File: src/rtl/dpram_pkg.sv
// Shared definitions for the clk1-side write sequencer of the dual-port CDC RAM.
package dpram_pkg;

  typedef enum logic [2:0] {
    IDLE   = 3'd0,
    ACCEPT = 3'd1,
    WRITE  = 3'd2,
    GAP    = 3'd3,
    DONE   = 3'd4
  } state_e;

  localparam int DW_DEF      = 8;
  localparam int AW_DEF      = 10;
  // The RAM's request crosses a 2-flop synchronizer and the ack must release
  // before the next request, so the low phase needs one extra cycle.
  localparam int SYNC_STAGES = 2;
  localparam int MIN_GAP     = SYNC_STAGES + 1;

  // Bits needed by the pace timer to hold the larger of the two phase lengths.
  function automatic int timer_width(input int hold_cyc, input int gap_cyc);
    int tmax;
    tmax = (hold_cyc > gap_cyc) ? hold_cyc : gap_cyc;
    return $clog2(tmax + 1);
  endfunction

endpackage

File: src/rtl/dpram_pace_timer.sv
// Loadable down-counter pacing the HOLD and GAP phases of each RAM write.
// expired_o is high during the last cycle of a loaded phase, so a load of N
// keeps the caller in its phase for exactly N cycles.
module dpram_pace_timer #(
  parameter int TW = 3
) (
  input  logic          clk_i,
  input  logic          rst_ni,
  input  logic          load_i,
  input  logic [TW-1:0] load_val_i,
  output logic          expired_o
);

  logic [TW-1:0] count_q;
  logic [TW-1:0] count_d;

  // Next count: a load wins, otherwise count down and rest at zero.
  always_comb begin
    count_d = count_q;
    if (load_i) begin
      count_d = load_val_i;
    end else if (count_q != {TW{1'b0}}) begin
      count_d = count_q - TW'(1);
    end else begin
      count_d = count_q;
    end
  end

  // Counter register.
  always_ff @(posedge clk_i or negedge rst_ni) begin
    if (!rst_ni) begin
      count_q <= {TW{1'b0}};
    end else begin
      count_q <= count_d;
    end
  end

  assign expired_o = (count_q == TW'(1));

endmodule

File: src/rtl/dpram_wr_sequencer.sv
// clk1-side write front end: turns a valid/ready byte stream into paced,
// level-held RAM write requests at consecutive addresses from a base, and
// reports frame length, completion and overflow.
module dpram_wr_sequencer
  import dpram_pkg::*;
#(
  parameter int DW       = DW_DEF,
  parameter int AW       = AW_DEF,
  parameter int HOLD_CYC = 2,
  parameter int GAP_CYC  = 4
) (
  input  logic          clk1,
  input  logic          rst_n,
  input  logic          start,
  input  logic [AW-1:0] base_addr,
  input  logic          s_valid,
  output logic          s_ready,
  input  logic [DW-1:0] s_data,
  input  logic          s_last,
  output logic          wr_en,
  output logic [AW-1:0] wr_addr,
  output logic [DW-1:0] wr_data,
  output logic          busy,
  output logic          frame_done,
  output logic [AW:0]   frame_len,
  output logic          frame_ovf
);

  localparam int            TW       = timer_width(HOLD_CYC, GAP_CYC);
  localparam logic [TW-1:0] HOLD_LD  = TW'(HOLD_CYC);
  localparam logic [TW-1:0] GAP_LD   = TW'(GAP_CYC);
  localparam logic [AW:0]   CNT_FULL = {1'b1, {AW{1'b0}}};

  if (GAP_CYC < MIN_GAP) begin : g_gap_check
    $error("GAP_CYC is too short for the request to cross and release");
  end
  if (HOLD_CYC < 1) begin : g_hold_check
    $error("HOLD_CYC must be at least 1");
  end

  state_e        state_q, state_d;
  logic [AW-1:0] ptr_q, ptr_d;
  logic [AW:0]   cnt_q, cnt_d;
  logic [AW:0]   cnt_inc_s;
  logic          last_q, last_d;
  logic [AW-1:0] addr_q, addr_d;
  logic [DW-1:0] data_q, data_d;
  logic [AW:0]   len_q, len_d;
  logic          ovf_q, ovf_d;
  // Goes high on the first clock after reset release; a start on that very
  // edge is therefore not captured.
  logic          armed_q;
  logic          s_ready_q, wr_en_q, busy_q, done_q;
  logic          tmr_load_s;
  logic [TW-1:0] tmr_val_s;
  logic          tmr_exp_s;

  assign cnt_inc_s = cnt_q + (AW + 1)'(1);

  dpram_pace_timer #(
    .TW(TW)
  ) u_pace_timer (
    .clk_i      (clk1),
    .rst_ni     (rst_n),
    .load_i     (tmr_load_s),
    .load_val_i (tmr_val_s),
    .expired_o  (tmr_exp_s)
  );

  // Next-state and datapath decisions for the frame sequencer.
  always_comb begin
    state_d    = state_q;
    ptr_d      = ptr_q;
    cnt_d      = cnt_q;
    last_d     = last_q;
    addr_d     = addr_q;
    data_d     = data_q;
    len_d      = len_q;
    ovf_d      = ovf_q;
    tmr_load_s = 1'b0;
    tmr_val_s  = {TW{1'b0}};
    case (state_q)
      IDLE: begin
        if (start && armed_q) begin
          state_d = ACCEPT;
          ptr_d   = base_addr;
          cnt_d   = {(AW + 1){1'b0}};
          ovf_d   = 1'b0;
        end else begin
          state_d = IDLE;
        end
      end
      ACCEPT: begin
        if (s_valid) begin
          state_d    = WRITE;
          addr_d     = ptr_q;
          data_d     = s_data;
          last_d     = s_last;
          tmr_load_s = 1'b1;
          tmr_val_s  = HOLD_LD;
        end else begin
          state_d = ACCEPT;
        end
      end
      WRITE: begin
        if (tmr_exp_s) begin
          state_d    = GAP;
          tmr_load_s = 1'b1;
          tmr_val_s  = GAP_LD;
        end else begin
          state_d = WRITE;
        end
      end
      GAP: begin
        if (tmr_exp_s) begin
          ptr_d = ptr_q + AW'(1);
          cnt_d = cnt_inc_s;
          if (last_q) begin
            state_d = DONE;
            len_d   = cnt_inc_s;
          end else if (cnt_inc_s == CNT_FULL) begin
            state_d = DONE;
            len_d   = cnt_inc_s;
            ovf_d   = 1'b1;
          end else begin
            state_d = ACCEPT;
          end
        end else begin
          state_d = GAP;
        end
      end
      DONE: begin
        state_d = IDLE;
      end
      default: begin
        state_d = IDLE;
      end
    endcase
  end

  // FSM state register.
  always_ff @(posedge clk1 or negedge rst_n) begin
    if (!rst_n) begin
      state_q <= IDLE;
    end else begin
      state_q <= state_d;
    end
  end

  // Frame pointer, byte count, latched byte and frame status registers.
  always_ff @(posedge clk1 or negedge rst_n) begin
    if (!rst_n) begin
      ptr_q   <= {AW{1'b0}};
      cnt_q   <= {(AW + 1){1'b0}};
      last_q  <= 1'b0;
      addr_q  <= {AW{1'b0}};
      data_q  <= {DW{1'b0}};
      len_q   <= {(AW + 1){1'b0}};
      ovf_q   <= 1'b0;
      armed_q <= 1'b0;
    end else begin
      ptr_q   <= ptr_d;
      cnt_q   <= cnt_d;
      last_q  <= last_d;
      addr_q  <= addr_d;
      data_q  <= data_d;
      len_q   <= len_d;
      ovf_q   <= ovf_d;
      armed_q <= 1'b1;
    end
  end

  // Registered decode of the upcoming state drives the handshake and RAM strobes.
  always_ff @(posedge clk1 or negedge rst_n) begin
    if (!rst_n) begin
      s_ready_q <= 1'b0;
      wr_en_q   <= 1'b0;
      busy_q    <= 1'b0;
      done_q    <= 1'b0;
    end else begin
      s_ready_q <= (state_d == ACCEPT);
      wr_en_q   <= (state_d == WRITE);
      busy_q    <= (state_d != IDLE);
      done_q    <= (state_d == DONE);
    end
  end

  assign s_ready    = s_ready_q;
  assign wr_en      = wr_en_q;
  assign wr_addr    = addr_q;
  assign wr_data    = data_q;
  assign busy       = busy_q;
  assign frame_done = done_q;
  assign frame_len  = len_q;
  assign frame_ovf  = ovf_q;

endmodule

File: config.mk
export PLATFORM = sky130hd
export DESIGN_NAME = dpram_wr_sequencer
export DESIGN_NICKNAME = d
export VERILOG_FILES = /design/src/rtl/dpram_pkg.sv /design/src/rtl/dpram_pace_timer.sv /design/src/rtl/dpram_wr_sequencer.sv
export SDC_FILE = /design/constraint.sdc
export NUM_CORES = 1
export LEC_CHECK = 0
export CAP_MARGIN = 0
export CORE_ASPECT_RATIO = 0.5
export CORE_MARGIN = 5
export CORE_UTILIZATION = 47
export DETAILED_ROUTE_END_ITERATION = 16
export MAX_ROUTING_LAYER = met4
export PLACE_DENSITY = 0.76
export REMOVE_ABC_BUFFERS = 1
export SYNTH_ARGS = -nofsm -noshare
export SYNTH_HDL_FRONTEND = slang
export SYNTH_SLANG_ARGS = --single-unit
File: constraint.sdc
create_clock -name clk1 -period 2.65 [get_ports clk1]
set_input_delay 0.53 -clock clk1 [delete_from_list [all_inputs] [get_ports clk1]]
set_output_delay 0.53 -clock clk1 [all_outputs]
set_load 0.01 [all_outputs]
# Yosys cells after proc, flatten, opt, wreduce, memory -nomap -nowiden
# Index checks and enable logic that the tools add are counted.
dict set report op_classes {
  n_eq_ne 12
  n_addsub 3
  n_reduce_logical 11
  muxes 28
}
# operator count
set ops {}
lappend ops {{$mux 11} 4}
lappend ops {{$pmux 11 s2} 1}
lappend ops {{$mux 10} 2}
lappend ops {{$pmux 10 s2} 1}
lappend ops {{$mux 3} 6}
lappend ops {{$pmux 3 s4} 1}
lappend ops {{$add 11x1->11 const B} 1}
lappend ops {{$eq 11x11->1 const B} 1}
lappend ops {{$add 10x1->10 const B} 1}
lappend ops {{$eq 3x1->1 const B} 3}
lappend ops {{$eq 3x2->1 const B} 3}
lappend ops {{$mux 1} 8}
lappend ops {{$ne 2x2->1 const B} 4}
lappend ops {{$pmux 3 s2} 1}
lappend ops {{$reduce_and 3->1} 2}
lappend ops {{$reduce_bool 2->1} 3}
lappend ops {{$reduce_bool 3->1} 2}
lappend ops {{$reduce_and 5->1} 1}
lappend ops {{$mux 2} 2}
lappend ops {{$pmux 1 s2} 2}
lappend ops {{$eq 3x3->1 const B} 1}
lappend ops {{$logic_not 3->1} 1}
lappend ops {{$sub 3x1->3 const B} 1}
lappend ops {{$reduce_and 2->1} 1}
lappend ops {{$logic_and 1x1->1} 1}
dict set report totals {
  out_inout_bits 34
  regBits 63
  wordCells 68
}

# Longest topological paths before layout
dict set report depth {
  depth_word 7
  mapped_depth 10
  mapped_depth_nobuf 8
}

# Cells and area by module
# From an unflattened synthesis, not the netlist that was laid out.
dict set report hier_totals {
  hier_cells 297
  hier_area_um2 3149.3
}
# mod area_per_inst_um2 n_inst cells_per_inst
set modules_own_cells {}
lappend modules_own_cells {dpram_wr_sequencer 2930.3 1 275}
lappend modules_own_cells {dpram_pace_timer 219.0 1 22}

# Worst setup path before layout
# No wires, ideal clock.
dict set report synth_timing {
  path_kind {flip-flop to flip-flop}
  start {register cnt_q[3]}
  end {register len_q[7] (netlist: frame_len[7])}
  setup_slack_ns 0.128
  stages_incl_launch_ff 11
  t_arrival_ns 2.397
  required_ns 2.525
  path_cell_list {dfrtp_1 > buf_6 > and4_4 > buf_6 > and4_4 > buf_6 > or3_4 > a2111oi_4 > o21ai_4 > buf_6 > mux2_4}
}
dict set report synth_between {
  elab_chain_cells 4
  elab_cells_between_ends 6
  cone_classes {add/sub (1); eq/ne (1); mux (2); reduce/logical (2)}
}
# item line_no
set synth_lines {}
lappend synth_lines {{start: declaration} dpram_wr_sequencer.sv:43} ;# logic [AW:0] cnt_q, cnt_d;
lappend synth_lines {{start signal: assignment} dpram_wr_sequencer.sv:154} ;# cnt_q <= {(AW + 1){1'b0}};
lappend synth_lines {{start signal: assignment} dpram_wr_sequencer.sv:163} ;# cnt_q <= cnt_d;
lappend synth_lines {{$add 11x1->11 (*)} dpram_wr_sequencer.sv:58} ;# assign cnt_inc_s = cnt_q + (AW + 1)'(1);
lappend synth_lines {{$eq 11x11->1} dpram_wr_sequencer.sv:121} ;# end else if (cnt_inc_s == CNT_FULL) begin
lappend synth_lines {{$reduce_bool 2->1 (no line)} -}
lappend synth_lines {{$reduce_and 3->1 (no line)} -}
lappend synth_lines {{end signal: assignment} dpram_wr_sequencer.sv:158} ;# len_q <= {(AW + 1){1'b0}};
lappend synth_lines {{end signal: assignment} dpram_wr_sequencer.sv:167} ;# len_q <= len_d;
lappend synth_lines {{end: declaration} dpram_wr_sequencer.sv:48} ;# logic [AW:0] len_q, len_d;
# Mark *: on every way between the ends. The rest lies on a longest branch, timed or not. The select of a mux whose other input is x is not followed.
# A chain may end at the register's enable or synchronous reset.

# Worst setup path after layout
dict set report layout_timing {
  start {register cnt_q[3]}
  end {register len_q[8] (netlist: frame_len[8])}
}
# The elaborated chain is that of the path after synthesis.

==> run_results.csv <==
group,metric,value,unit
critical_path,critPathMaxFanout,15,
critical_path,crit_type,"flop to flop",
sta,fin_ws,0.155,ns
final_layout,n_fill_cell,525,
global_route,grt_max_degree,64,
logic_synthesis,synthTopCellsByArea,"dfrtp_1, mux2_2, o21ai_0",
final_layout,nets,370,
logic_synthesis,ys_seq_elements,63,
routing,vias,2393,
sta,slew_violations,0,
floorplan,die_h,67.6,µm
logic_synthesis,syn_area_per_cell,11.0,µm²
clock_tree,ctsResizeCount,0,
pwr,ir_drop,0.000419,V
logic_synthesis,synth_edf_count,0,
pwr,leakagePower,1.77,nW
sta,finClkSkew,0.00949,ns
sta,fin_worst_hold_slack,0.206,ns
critical_path,start_kind,"flop",
floorplan,dieArea,8470,µm²
logic_synthesis,post_synth_instance_area,3120,µm²
critical_path,crit_required,2.86,ns
logic_synthesis,netlist_instances,284,
floorplan,row_count,21,
critical_path,arrival,2.71,ns
logic_synthesis,yosys_warnings,0,
floorplan,io-pin-count,57,
placement,globalplace.congestion,0.874,
floorplan,die_w,125,µm
global_route,track_usage,18.8,%
global_route,grt_overflow,0,
critical_path,endpoint_kind,"flop",
sta,tns,0,ns
routing,drt_iter0_markers,187,
routing,routed_wl,7210,µm
placement,place_ws,0.141,ns
sta,hold_violations,0,
critical_path,r2r-start,"cnt_q[3]",
clock_tree,cts_tree,"yes",
clock_tree,clk_latency,0.33,ns
clock_tree,holdBufCountCts,0,
placement,dp_hpwl,4920,µm
pwr,power.density,1160,nW/µm²
sta,setup_viol,0,
clock_tree,clock-sinks,63,
status,outcome,"finished, final reports clean",
logic_synthesis,seq_area_frac_synth,50.5,%
global_route,grt_pass1_wl,12100,µm
final_layout,stdcell_count,438,
final_layout,n_antenna_cell,0,
logic_synthesis,yosysTopAreaCellShare,50.5,%
logic_synthesis,synth_cell_types,50,
floorplan,coreArea,6570,µm²
sta,max_freq,0.401,GHz
worst_hold_path,hp-class,"primary input to asynchronous set/reset pin",
placement,dpl_cell_area,3770,µm²
sta,worst_slew_pin_slew,0.525,ns
sta,fin_crit,2.50,ns
clock_tree,cts-root-buf,"clkbuf_16",
routing,wl_per_cell,16.5,µm
clock_tree,cts.path.max_buffers,2,
clock_tree,htree_num_levels,3,
sta,fin_crit_sh,94.2,%
final_layout,design_area,4070,µm²
routing,drc,0,
final_layout,drive_above_1_share,17.6,%
global_route,grt_pass1_vias,2447,
sta,rsz0062_at_grt,"false",
final_layout,layout_commonest_cell,"dfrtp_1",
logic_synthesis,synth_flop_cell,"dfrtp_1",
logic_synthesis,async_flop_share,100,%
placement,dp.cells,422,
global_route,antenna_found_initial,0,
placement,io_buffer_count,56,
clock_tree,clk_pin_slew,0.05,ns
final_layout,final_cell_mix,"dfrtp_1, clkdlybuf4s50_1, mux2_2, nand2_1, o21ai_0",
final_layout,synthToLayoutAreaGrowth,30.4,%
floorplan,floorplan.initialDensity,47.5,%
routing,ant_nets,0,
clock_tree,cts_buffers,9,
flow_run,cap_violations,0,
logic_synthesis,synth_top_area_cell,"dfrtp_1",
routing,first_pass_iters,5,
sta,slew-limit-headroom,64.8,%
critical_path,crit_path_start,"cnt_q[3]",
routing,route.detailed.vias_per_inst,5.46,
-- through the flow --
step	total power, mW	utilization (%)
2_1_floorplan	2.71	-
3_3_place_gp	3.44	57.5
3_5_place_dp	3.55	57.5
4_1_cts	4.75	62.0
5_1_grt	5.02	62.0
6_report	4.73	62.0
-- Yosys cell counts (5+ instances only) --
library cell,n
nor3b_1,5
xor2_1,5
xnor2_1,9
clkbuf_1,12
mux2_2,24
ha_1,6
and3_1,7
o21ai_0,22
nand3_1,10
nor2_1,13
dfrtp_1,63
o31ai_1,5
nand2_1,23
a21oi_1,10
inv_1,9
-- final cells by class --
| class | instances | area (µm²) | share of cell area (%) |
|---|---|---|---|
| sequential | 63 | 1580 | 38.7 |
| timing repair buffer | 66 | 643 | 15.8 |
| multi-input combinational | 192 | 1410 | 34.5 |
| tap | 92 | 115 | 2.83 |
| inverter | 9 | 33.8 | 0.829 |
| clock buffer | 9 | 225 | 5.53 |
| clock inverter | 7 | 73.8 | 1.81 |
-- final timing paths --
check	endpoint	slack (ns)	cells after the start
min	wr_addr[3]	0.21	2
min in group clk1	wr_addr[4]	0.50	1
max reg2reg	frame_len[8]	0.15	6
max	frame_len[8]	0.15	6
max in group asynchronous	wr_addr[4]	2.18	2
min reg2reg	wr_addr[4]	0.50	1
-- flip-flops by register name, indices dropped and copies added, names as in the netlist, 3 cells and up --
register              cells
cnt_q                    11
frame_len                11
ptr_q                    10
wr_addr                  10
wr_data                   8
state_q                   3
u_pace_timer.count_q      3
-- per-layer routing --
layer  wire length [µm]  GRT usage (%)
met2               3640           31.8
met4                156           8.78
met1               3090           21.4
met3                328           4.98
met5                  0              -
-- report_power, final --
part	total [mW]	switching (mW)	internal, mW
Combinational	1.82	0.843	0.977
Clock	1.17	0.446	0.726
Sequential	1.74	0.380	1.36
Total	4.73	1.67	3.06
-- cells by family (layout without fill, tap and decap cells) --
family                   after synthesis  after routing  share of synthesized area, %
AO/OA/AOI/OAI                         63             63                          14.1
multiplexers                          30             30                          11.1
buffers and inverters                 29             91                          4.49
flip-flops                            63             63                          50.5
XOR/XNOR                              14             14                          3.93
AND/OR/NAND/NOR                       78             78                          13.5
adder cells (fa/ha/maj)                6              6                          2.40
other                                  1              1                         0.120
-- what timing repair did --
action                                 CTS  global route
endpoints found under the hold margin    0             0
setup endpoints to repair                0             8
buffers inserted                         0             0
-- critical path: stages (launching register included) --
cell,delay [ns]
dfrtp_1,0.49
and4_4,0.27
and4_4,0.22
or3_4,0.38
a2111oi_4,0.44
o21ai_4,0.23
mux2_4,0.35
No activity file was read; power rests on OpenSTA's default activity.
